File: src/rtl/alu_psr_pkg.sv
// Shared opcode encodings, PSR bit positions and FSM states for the ALU.
package alu_psr_pkg;
    localparam logic [3:0] OP_AND  = 4'h0;
    localparam logic [3:0] OP_OR   = 4'h1;
    localparam logic [3:0] OP_XOR  = 4'h2;
    localparam logic [3:0] OP_NOT  = 4'h3;
    localparam logic [3:0] OP_ADD  = 4'h4;
    localparam logic [3:0] OP_SUB  = 4'h5;
    localparam logic [3:0] OP_ADDC = 4'h6;
    localparam logic [3:0] OP_SUBC = 4'h7;
    localparam logic [3:0] OP_SHL  = 4'h8;
    localparam logic [3:0] OP_SHR  = 4'h9;
    localparam logic [3:0] OP_SAR  = 4'hA;
    localparam logic [3:0] OP_MUL  = 4'hB;

    localparam int PSR_C = 0;
    localparam int PSR_L = 2;
    localparam int PSR_F = 5;
    localparam int PSR_Z = 6;
    localparam int PSR_N = 7;

    typedef enum logic [1:0] {
        ST_IDLE = 2'd0,
        ST_MUL  = 2'd1,
        ST_DONE = 2'd2
    } state_e;
endpackage

File: src/rtl/alu_seq_mul.sv
// Iterative shift-add multiplier: one partial product per cycle, low half kept.
module alu_seq_mul #(
    parameter int DATA_LENGTH = 16
) (
    input  logic                   clk,
    input  logic                   rst_n,
    input  logic                   start_i,
    input  logic [DATA_LENGTH-1:0] a_i,
    input  logic [DATA_LENGTH-1:0] b_i,
    output logic                   done_o,
    output logic [DATA_LENGTH-1:0] p_o
);
    localparam int CW = $clog2(DATA_LENGTH) + 1;

    logic [DATA_LENGTH-1:0] acc_q, acc_d, mcand_q, mcand_d, mplier_q, mplier_d;
    logic [CW-1:0]          cnt_q, cnt_d;

    always_comb begin
        acc_d    = acc_q;
        mcand_d  = mcand_q;
        mplier_d = mplier_q;
        cnt_d    = cnt_q;
        if (start_i) begin
            acc_d    = '0;
            mcand_d  = a_i;
            mplier_d = b_i;
            cnt_d    = CW'(DATA_LENGTH);
        end else if (cnt_q != '0) begin
            if (mplier_q[0]) acc_d = acc_q + mcand_q;
            mcand_d  = mcand_q << 1;
            mplier_d = mplier_q >> 1;
            cnt_d    = cnt_q - 1'b1;
        end
    end

    always_ff @(posedge clk or negedge rst_n) begin
        if (!rst_n) begin
            acc_q    <= '0;
            mcand_q  <= '0;
            mplier_q <= '0;
            cnt_q    <= '0;
        end else begin
            acc_q    <= acc_d;
            mcand_q  <= mcand_d;
            mplier_q <= mplier_d;
            cnt_q    <= cnt_d;
        end
    end

    // Asserted during the cycle whose closing edge performs the final step.
    assign done_o = (cnt_q == CW'(1));
    assign p_o    = acc_q;
endmodule

File: src/rtl/alu_psr_seq.sv
// Registered ALU with status register, valid/ready handshake and multi-cycle MUL.
module alu_psr_seq
    import alu_psr_pkg::*;
#(
    parameter int DATA_LENGTH   = 16,
    parameter int FUNCTION_BITS = 4,
    parameter int PSR_WIDTH     = 16,
    parameter int MUL_ENABLE    = 1
) (
    input  logic                     clk,
    input  logic                     rst_n,
    input  logic                     I_valid,
    output logic                     O_ready,
    input  logic [FUNCTION_BITS-1:0] I_sel,
    input  logic                     I_cmp,
    input  logic [DATA_LENGTH-1:0]   I_a,
    input  logic [DATA_LENGTH-1:0]   I_b,
    output logic                     O_valid,
    output logic [DATA_LENGTH-1:0]   O_s,
    output logic                     O_wr,
    output logic [PSR_WIDTH-1:0]     O_psr
);
    localparam int DL = DATA_LENGTH;
    localparam int SW = $clog2(DATA_LENGTH);
    localparam logic [FUNCTION_BITS-1:0] S_SUB  = FUNCTION_BITS'(OP_SUB);
    localparam logic [FUNCTION_BITS-1:0] S_SUBC = FUNCTION_BITS'(OP_SUBC);
    localparam logic [FUNCTION_BITS-1:0] S_ADDC = FUNCTION_BITS'(OP_ADDC);
    localparam logic [FUNCTION_BITS-1:0] S_MUL  = FUNCTION_BITS'(OP_MUL);

    state_e               state_q, state_d;
    logic [DL-1:0]        s_q, s_d;
    logic [PSR_WIDTH-1:0] psr_q, psr_d;
    logic                 wr_q, wr_d, valid_q, valid_d;

    logic [DL-1:0]        b_eff, alu_s, mul_p;
    logic [DL:0]          sum, shl, shr, sar;
    logic [SW-1:0]        amt;
    logic [PSR_WIDTH-1:0] alu_psr;
    logic                 cin, c_msb, alu_wr, sel_mul, mul_start, mul_done;

    assign amt     = I_b[SW-1:0];
    assign sel_mul = (MUL_ENABLE != 0) && (I_sel == S_MUL);

    always_comb begin
        b_eff = (I_sel == S_SUB || I_sel == S_SUBC) ? ~I_b : I_b;
        case (I_sel)
            S_SUB:   cin = 1'b1;
            S_ADDC:  cin = psr_q[PSR_C];
            S_SUBC:  cin = ~psr_q[PSR_C];
            default: cin = 1'b0;
        endcase
        sum   = {1'b0, I_a} + {1'b0, b_eff} + {{DL{1'b0}}, cin};
        c_msb = I_a[DL-1] ^ b_eff[DL-1] ^ sum[DL-1];
        // Extra bit on the outgoing side captures the last bit shifted out.
        shl   = {1'b0, I_a} << amt;
        shr   = {I_a, 1'b0} >> amt;
        sar   = $signed({I_a, 1'b0}) >>> amt;

        alu_s   = s_q;
        alu_wr  = 1'b1;
        alu_psr = psr_q;
        case (I_sel)
            FUNCTION_BITS'(OP_AND): alu_s = I_a & I_b;
            FUNCTION_BITS'(OP_OR):  alu_s = I_a | I_b;
            FUNCTION_BITS'(OP_XOR): alu_s = I_a ^ I_b;
            FUNCTION_BITS'(OP_NOT): alu_s = ~I_a;
            FUNCTION_BITS'(OP_ADD), FUNCTION_BITS'(OP_ADDC): begin
                alu_s          = sum[DL-1:0];
                alu_psr[PSR_C] = sum[DL];
                alu_psr[PSR_F] = c_msb ^ sum[DL];
            end
            FUNCTION_BITS'(OP_SUB), FUNCTION_BITS'(OP_SUBC): begin
                if (I_cmp && I_sel == S_SUB) begin
                    alu_wr         = 1'b0;
                    alu_psr[PSR_L] = I_a < I_b;
                    alu_psr[PSR_Z] = I_a == I_b;
                    alu_psr[PSR_N] = $signed(I_a) < $signed(I_b);
                end else begin
                    alu_s          = sum[DL-1:0];
                    alu_psr[PSR_C] = ~sum[DL];
                    alu_psr[PSR_F] = c_msb ^ sum[DL];
                end
            end
            FUNCTION_BITS'(OP_SHL): begin
                alu_s = shl[DL-1:0];
                if (amt != '0) alu_psr[PSR_C] = shl[DL];
            end
            FUNCTION_BITS'(OP_SHR): begin
                alu_s = shr[DL:1];
                if (amt != '0) alu_psr[PSR_C] = shr[0];
            end
            FUNCTION_BITS'(OP_SAR): begin
                alu_s = sar[DL:1];
                if (amt != '0) alu_psr[PSR_C] = sar[0];
            end
            default: alu_wr = 1'b0;
        endcase
    end

    generate
        if (MUL_ENABLE != 0) begin : g_mul
            alu_seq_mul #(.DATA_LENGTH(DATA_LENGTH)) u_mul (
                .clk     (clk),
                .rst_n   (rst_n),
                .start_i (mul_start),
                .a_i     (I_a),
                .b_i     (I_b),
                .done_o  (mul_done),
                .p_o     (mul_p)
            );
        end else begin : g_nomul
            assign mul_done = 1'b0;
            assign mul_p    = '0;
        end
    endgenerate

    always_comb begin
        state_d   = state_q;
        s_d       = s_q;
        psr_d     = psr_q;
        wr_d      = wr_q;
        valid_d   = 1'b0;
        mul_start = 1'b0;
        case (state_q)
            ST_IDLE: begin
                if (I_valid) begin
                    if (sel_mul) begin
                        mul_start = 1'b1;
                        state_d   = ST_MUL;
                    end else begin
                        valid_d = 1'b1;
                        wr_d    = alu_wr;
                        s_d     = alu_s;
                        psr_d   = alu_psr;
                    end
                end
            end
            ST_MUL:  if (mul_done) state_d = ST_DONE;
            ST_DONE: begin
                valid_d = 1'b1;
                wr_d    = 1'b1;
                s_d     = mul_p;
                state_d = ST_IDLE;
            end
            default: state_d = ST_IDLE;
        endcase
    end

    always_ff @(posedge clk or negedge rst_n) begin
        if (!rst_n) begin
            state_q <= ST_IDLE;
            s_q     <= '0;
            psr_q   <= '0;
            wr_q    <= 1'b0;
            valid_q <= 1'b0;
        end else begin
            state_q <= state_d;
            s_q     <= s_d;
            psr_q   <= psr_d;
            wr_q    <= wr_d;
            valid_q <= valid_d;
        end
    end

    assign O_ready = (state_q == ST_IDLE);
    assign O_valid = valid_q;
    assign O_s     = s_q;
    assign O_wr    = wr_q;
    assign O_psr   = psr_q;
endmodule

File: config.mk
export PLATFORM = sky130hd
export DESIGN_NAME = alu_psr_seq
export DESIGN_NICKNAME = d
export VERILOG_FILES = /design/src/rtl/alu_psr_pkg.sv /design/src/rtl/alu_seq_mul.sv /design/src/rtl/alu_psr_seq.sv
export SDC_FILE = /design/constraint.sdc
export NUM_CORES = 1
export LEC_CHECK = 0
export ABC_AREA = 1
export ABC_CLOCK_PERIOD_IN_PS = 3000
export BUFFER_PORTS_ARGS = -buffer_cell sky130_fd_sc_hd__buf_2
export CAP_MARGIN = 40
export CORE_MARGIN = 10
export CORE_UTILIZATION = 60
export CTS_CLUSTER_SIZE = 25
export DETAILED_ROUTE_END_ITERATION = 6
export GPL_ROUTABILITY_DRIVEN = 0
export PLACE_DENSITY = 0.83
export SYNTH_ARGS = -nofsm -noshare
export SYNTH_HDL_FRONTEND = slang
export SYNTH_SLANG_ARGS = --single-unit
File: constraint.sdc
create_clock -name clk -period 3 [get_ports clk]
set_input_delay 0.3 -clock clk [delete_from_list [all_inputs] [get_ports clk]]
set_output_delay 0.3 -clock clk [all_outputs]
set_load 0.005 [all_outputs]
==> results by group <==
Hold path
  – Hold Crit Start: I_b[13]
  – Worst hold path type: in2reg
  – Hold path endpoint: g_mul.u_mul.mplier_q[13]
  – WHS Path Cells: 3

Logic synthesis
  – Dominant cells by area after synthesis: dfrtp_1 23%, nand2_1 18%, ha_1 12%
  – Post-Synthesis Cells: 1,343
  – Post-Syn Area per Cell: 6.33 sq um
  – Combinational family with the most area after synthesis: simple AND/OR/NAND/NOR gates
  – Sequential fraction of the synthesis area: 23.0%
  – Main synth FF type: dfrtp_1
  – Compound-Gate Fraction of Synth Area: 14.8%
  – FFs w/ async S/R, synth: 100%
  – Netlist Area Pre-Place: 8500 sq um
  – Synth Area in Simple Gates: 37.0%
  – Share of the synthesized area in the top cell type: 23.0%
  – Post-Synth XOR/XNOR Area: 2.27%
  – Seq cells post-synth: 78
  – Multiplexer share of the synthesized area: 0%
  – Warnings from Yosys: 0
  – Yosys top cell by area: dfrtp_1
  – Synth unique cells: 48
  – Post-Synth Adder-Cell Area: 12.8%
  – Post-synth top cells: 399 x nand2_1, 155 x nand3_1, 133 x inv_1
  – Top-count cell post-synth: nand2_1
  – Post-synth EDFFs: 0

Routing
  – Final WL: 28.9 mm
  – Remaining DRCs: 0
  – Antenna Nets Post-Route: 0
  – Drt pass-1 iters: 6
  – Drt first-iter violations: 1,236
  – Wire per inst: 18.3 um
  – Via Count: 9,510
  – Vias per cell: 6.04

Pwr
  – Sw Ratio: 42.8%
  – Combinational Power Share: 45.8%
  – Switch Pwr: 2.27 mW
  – VDD IR-drop max: 0.338 mV
  – Share of total power in the clock network: 22.4%
  – Internal Power: 3.03 mW
  – Static leakage: 5.01 nW
  – Cell Pwr Density: 572 nW/um^2
  – Sequential share of power: 31.8%

GRT
  – Initial antenna violation count: 0
  – First-pass GRT wire length: 45.4 mm
  – Number of global-route vias before repair: 8,726
  – Tot GR Track Use: 28.6%
  – Largest net degree at the start of global routing: 59
  – Global route overflow: 0

Finish
  – Final #Nets: 1,514
  – Layout Utilization: 66.7%
  – Ant diodes: 0
  – Layout cells sized above 1: 9.68%
  – Fillers: 1,307
  – P&R area growth vs syn: 8.96%
  – Final std cells w/o fill: 1,574

Setup path
  – Required time of the critical path: 3.24 ns
  – CP delay by family, top: simple AND/OR/NAND/NOR gates
  – Reg2Reg Setup Slack: 0.19 ns
  – CP Max Fanout: 4
  – CP most frequent cell: nand3_1
  – Nature of the critical path startpoint: flop
  – Crit end category: flop
  – R2R depth: 15
  – RR Startpoint: O_psr[0]
  – Crit Path Category: reg2reg
  – CP Data Arrival Time: 3.04 ns
  – CP max stage cell: dfrtp_1
  – CP max stage delay: 0.49 ns
  – Critical-path cell list: a21oi_1 > a211oi_2 > fa_2 > inv_1 > fa_1 > inv_1 > nand3_1 > nand3_1 > nand3_1 > nand3_1 > a21oi_1 > nand2_1 > nand3b_1 > nor2_1 > nor2_1
  – Worst path bufs/invs: 2
  – Reg2reg end: O_psr[0]

STA
  – Final-report hold violation count: 0
  – RSZ-0062 raised after global routing: false
  – Count of pins over their slew limit: 0
  – Final min period: 2.81 ns
  – Setup violations, final: 0
  – Tcrit/Tclk final: 93.5%
  – Final WS setup: 0.194 ns
  – Fmax: 356 MHz
  – Final Skew: 0.00933 ns
  – Slew at the pin with the worst max-slew slack: 0.775 ns
  – Relative slew slack: 47.8%
  – Setup TNS: 0 ns

Floorplan
  – CORE AREA: 13,900 sq um
  – Die area: 19,300 sq um
  – # rows: 43
  – Initial Utilization: 61.2%
  – Die width: 139 um
  – IO Pins: 75
  – Die height: 139 um

Placed design
  – Port-buffer cells: 63
  – DP Cell Count: 1,557
  – Dpl hpwl: 22.1 mm
  – Pre-CTS setup slack: 0.0402 ns

Clock tree
  – Clock sinks: 78
  – Clock Pin Slew Worst Setup and Hold Paths: 0.06 ns
  – CTS Buffer Depth: 2
  – Htree depth: 3
  – CTS root buffer: clkbuf_16
  – CTS tree: built
  – Clock Latency Late Sink: 0.34 ns
  – TritonCTS Buffers: 9

Flow run
  – MaxCap Viol Count: 0

Status
  – Status: finished clean
-- what timing repair did --
item | in CTS | in global routing
setup buffers | 0 | 0
endpoints found under the setup margin | 0 | 2
hold buffers | 1 | 0
hold endpoints to repair | 28 | 0
resized for setup | 0 | 2
-- power by group through the flow --
stage | combinational (mW) | clock (mW) | sequential [mW]
after floorplan | 1.65 | 0 | 1.62
after global placement | 2.29 | 0 | 1.68
after detailed placement | 2.35 | 0 | 1.69
after CTS | 2.38 | 1.20 | 1.67
after global routing | 2.71 | 1.24 | 1.72
final | 2.42 | 1.19 | 1.68
-- worst max path at each step --
stage	from	to	cells after the start
floorplan	I_sel[3]	O_psr[0]	15
global placement	I_sel[2]	O_psr[0]	18
detailed placement	I_sel[2]	O_psr[0]	18
CTS	O_psr[0]	O_psr[0]	15
global route	O_psr[0]	O_psr[0]	14
finish	O_psr[0]	O_psr[0]	15
-- worst min-delay path: stages --
cell	delay, ns
buf_2	0.13
o21ai_0	0.09
o21ai_0	0.07
-- cell type report --
cell class	count	area [sq um]	area share, %
inverter	148	556	6.00
multi-input combinational	1072	5730	61.9
clock buffer	13	250	2.70
timing repair buffer	80	480	5.19
tap	180	225	2.43
clock inverter	3	67.6	0.729
sequential	78	1950	21.1
-- registers in the layout, summed over array words and instances, names as in the netlist --
register / flops
O_s: 16
g_mul.u_mul.mcand_q: 16
g_mul.u_mul.mplier_q: 16
g_mul.u_mul.p_o: 16
O_psr: 5
g_mul.u_mul.cnt_q: 5
state_q: 2
O_valid: 1
O_wr: 1
-- placed cells by master (no fill, tap or decap), types with 6 or more instances in the layout --
cell       Yosys  final
buf_4         15     15
conb_1         1     11
inv_1        133    133
buf_2         22     62
nand3_1      155    155
ha_1          82     82
nor2_2         6      6
clkbuf_16      0      9
nor2_1       115    115
nand2_1      399    399
xor2_1        21     21
o211ai_1      22     22
o22ai_1        8      8
o21ai_1        8      8
inv_2         15     15
nand3b_1       8      8
dfrtp_1       78     78
a21oi_1       70     70
nor3_1         8      8
o21ai_0       87     87
nand4_1       11     11
or2_1          6      6
or2_2          6      6
-- layer usage --
| layer | vias up | global-route usage (%) | share of wire (%) |
|---|---|---|---|
| met2 | 548 | 44.7 | 44 |
| met1 | 4363 | 35.8 | 39 |
| li1 | 4486 | - | - |
| met4 | 0 | 15.4 | 5.7 |
| met3 | 113 | 6.44 | 11 |
| met5 | - | 0 | 0 |
-- kinds of logic (layout without fill, tap and decap cells) --
family,count (synthesis),after routing
other cells,1,11
simple gates,731,731
fa+ha+maj,85,85
buf+inv,203,244
xor+xnor,22,22
flops,78,78
compound gates,223,223
-- per-stage QoR --
| stage | power (mW) | hold slack, ns | instance area (sq um) |
|---|---|---|---|
| after floorplan | 3.27 | 0.00441 | 8540 |
| after CTS | 5.25 | 0.272 | 9260 |
| final | 5.30 | 0.289 | 9260 |
| after global placement | 3.97 | 0.457 | 8900 |
| after global routing | 5.66 | 0.321 | 9260 |
| after detailed placement | 4.04 | 0.259 | 8930 |
Power figures use the tool's default switching activity.
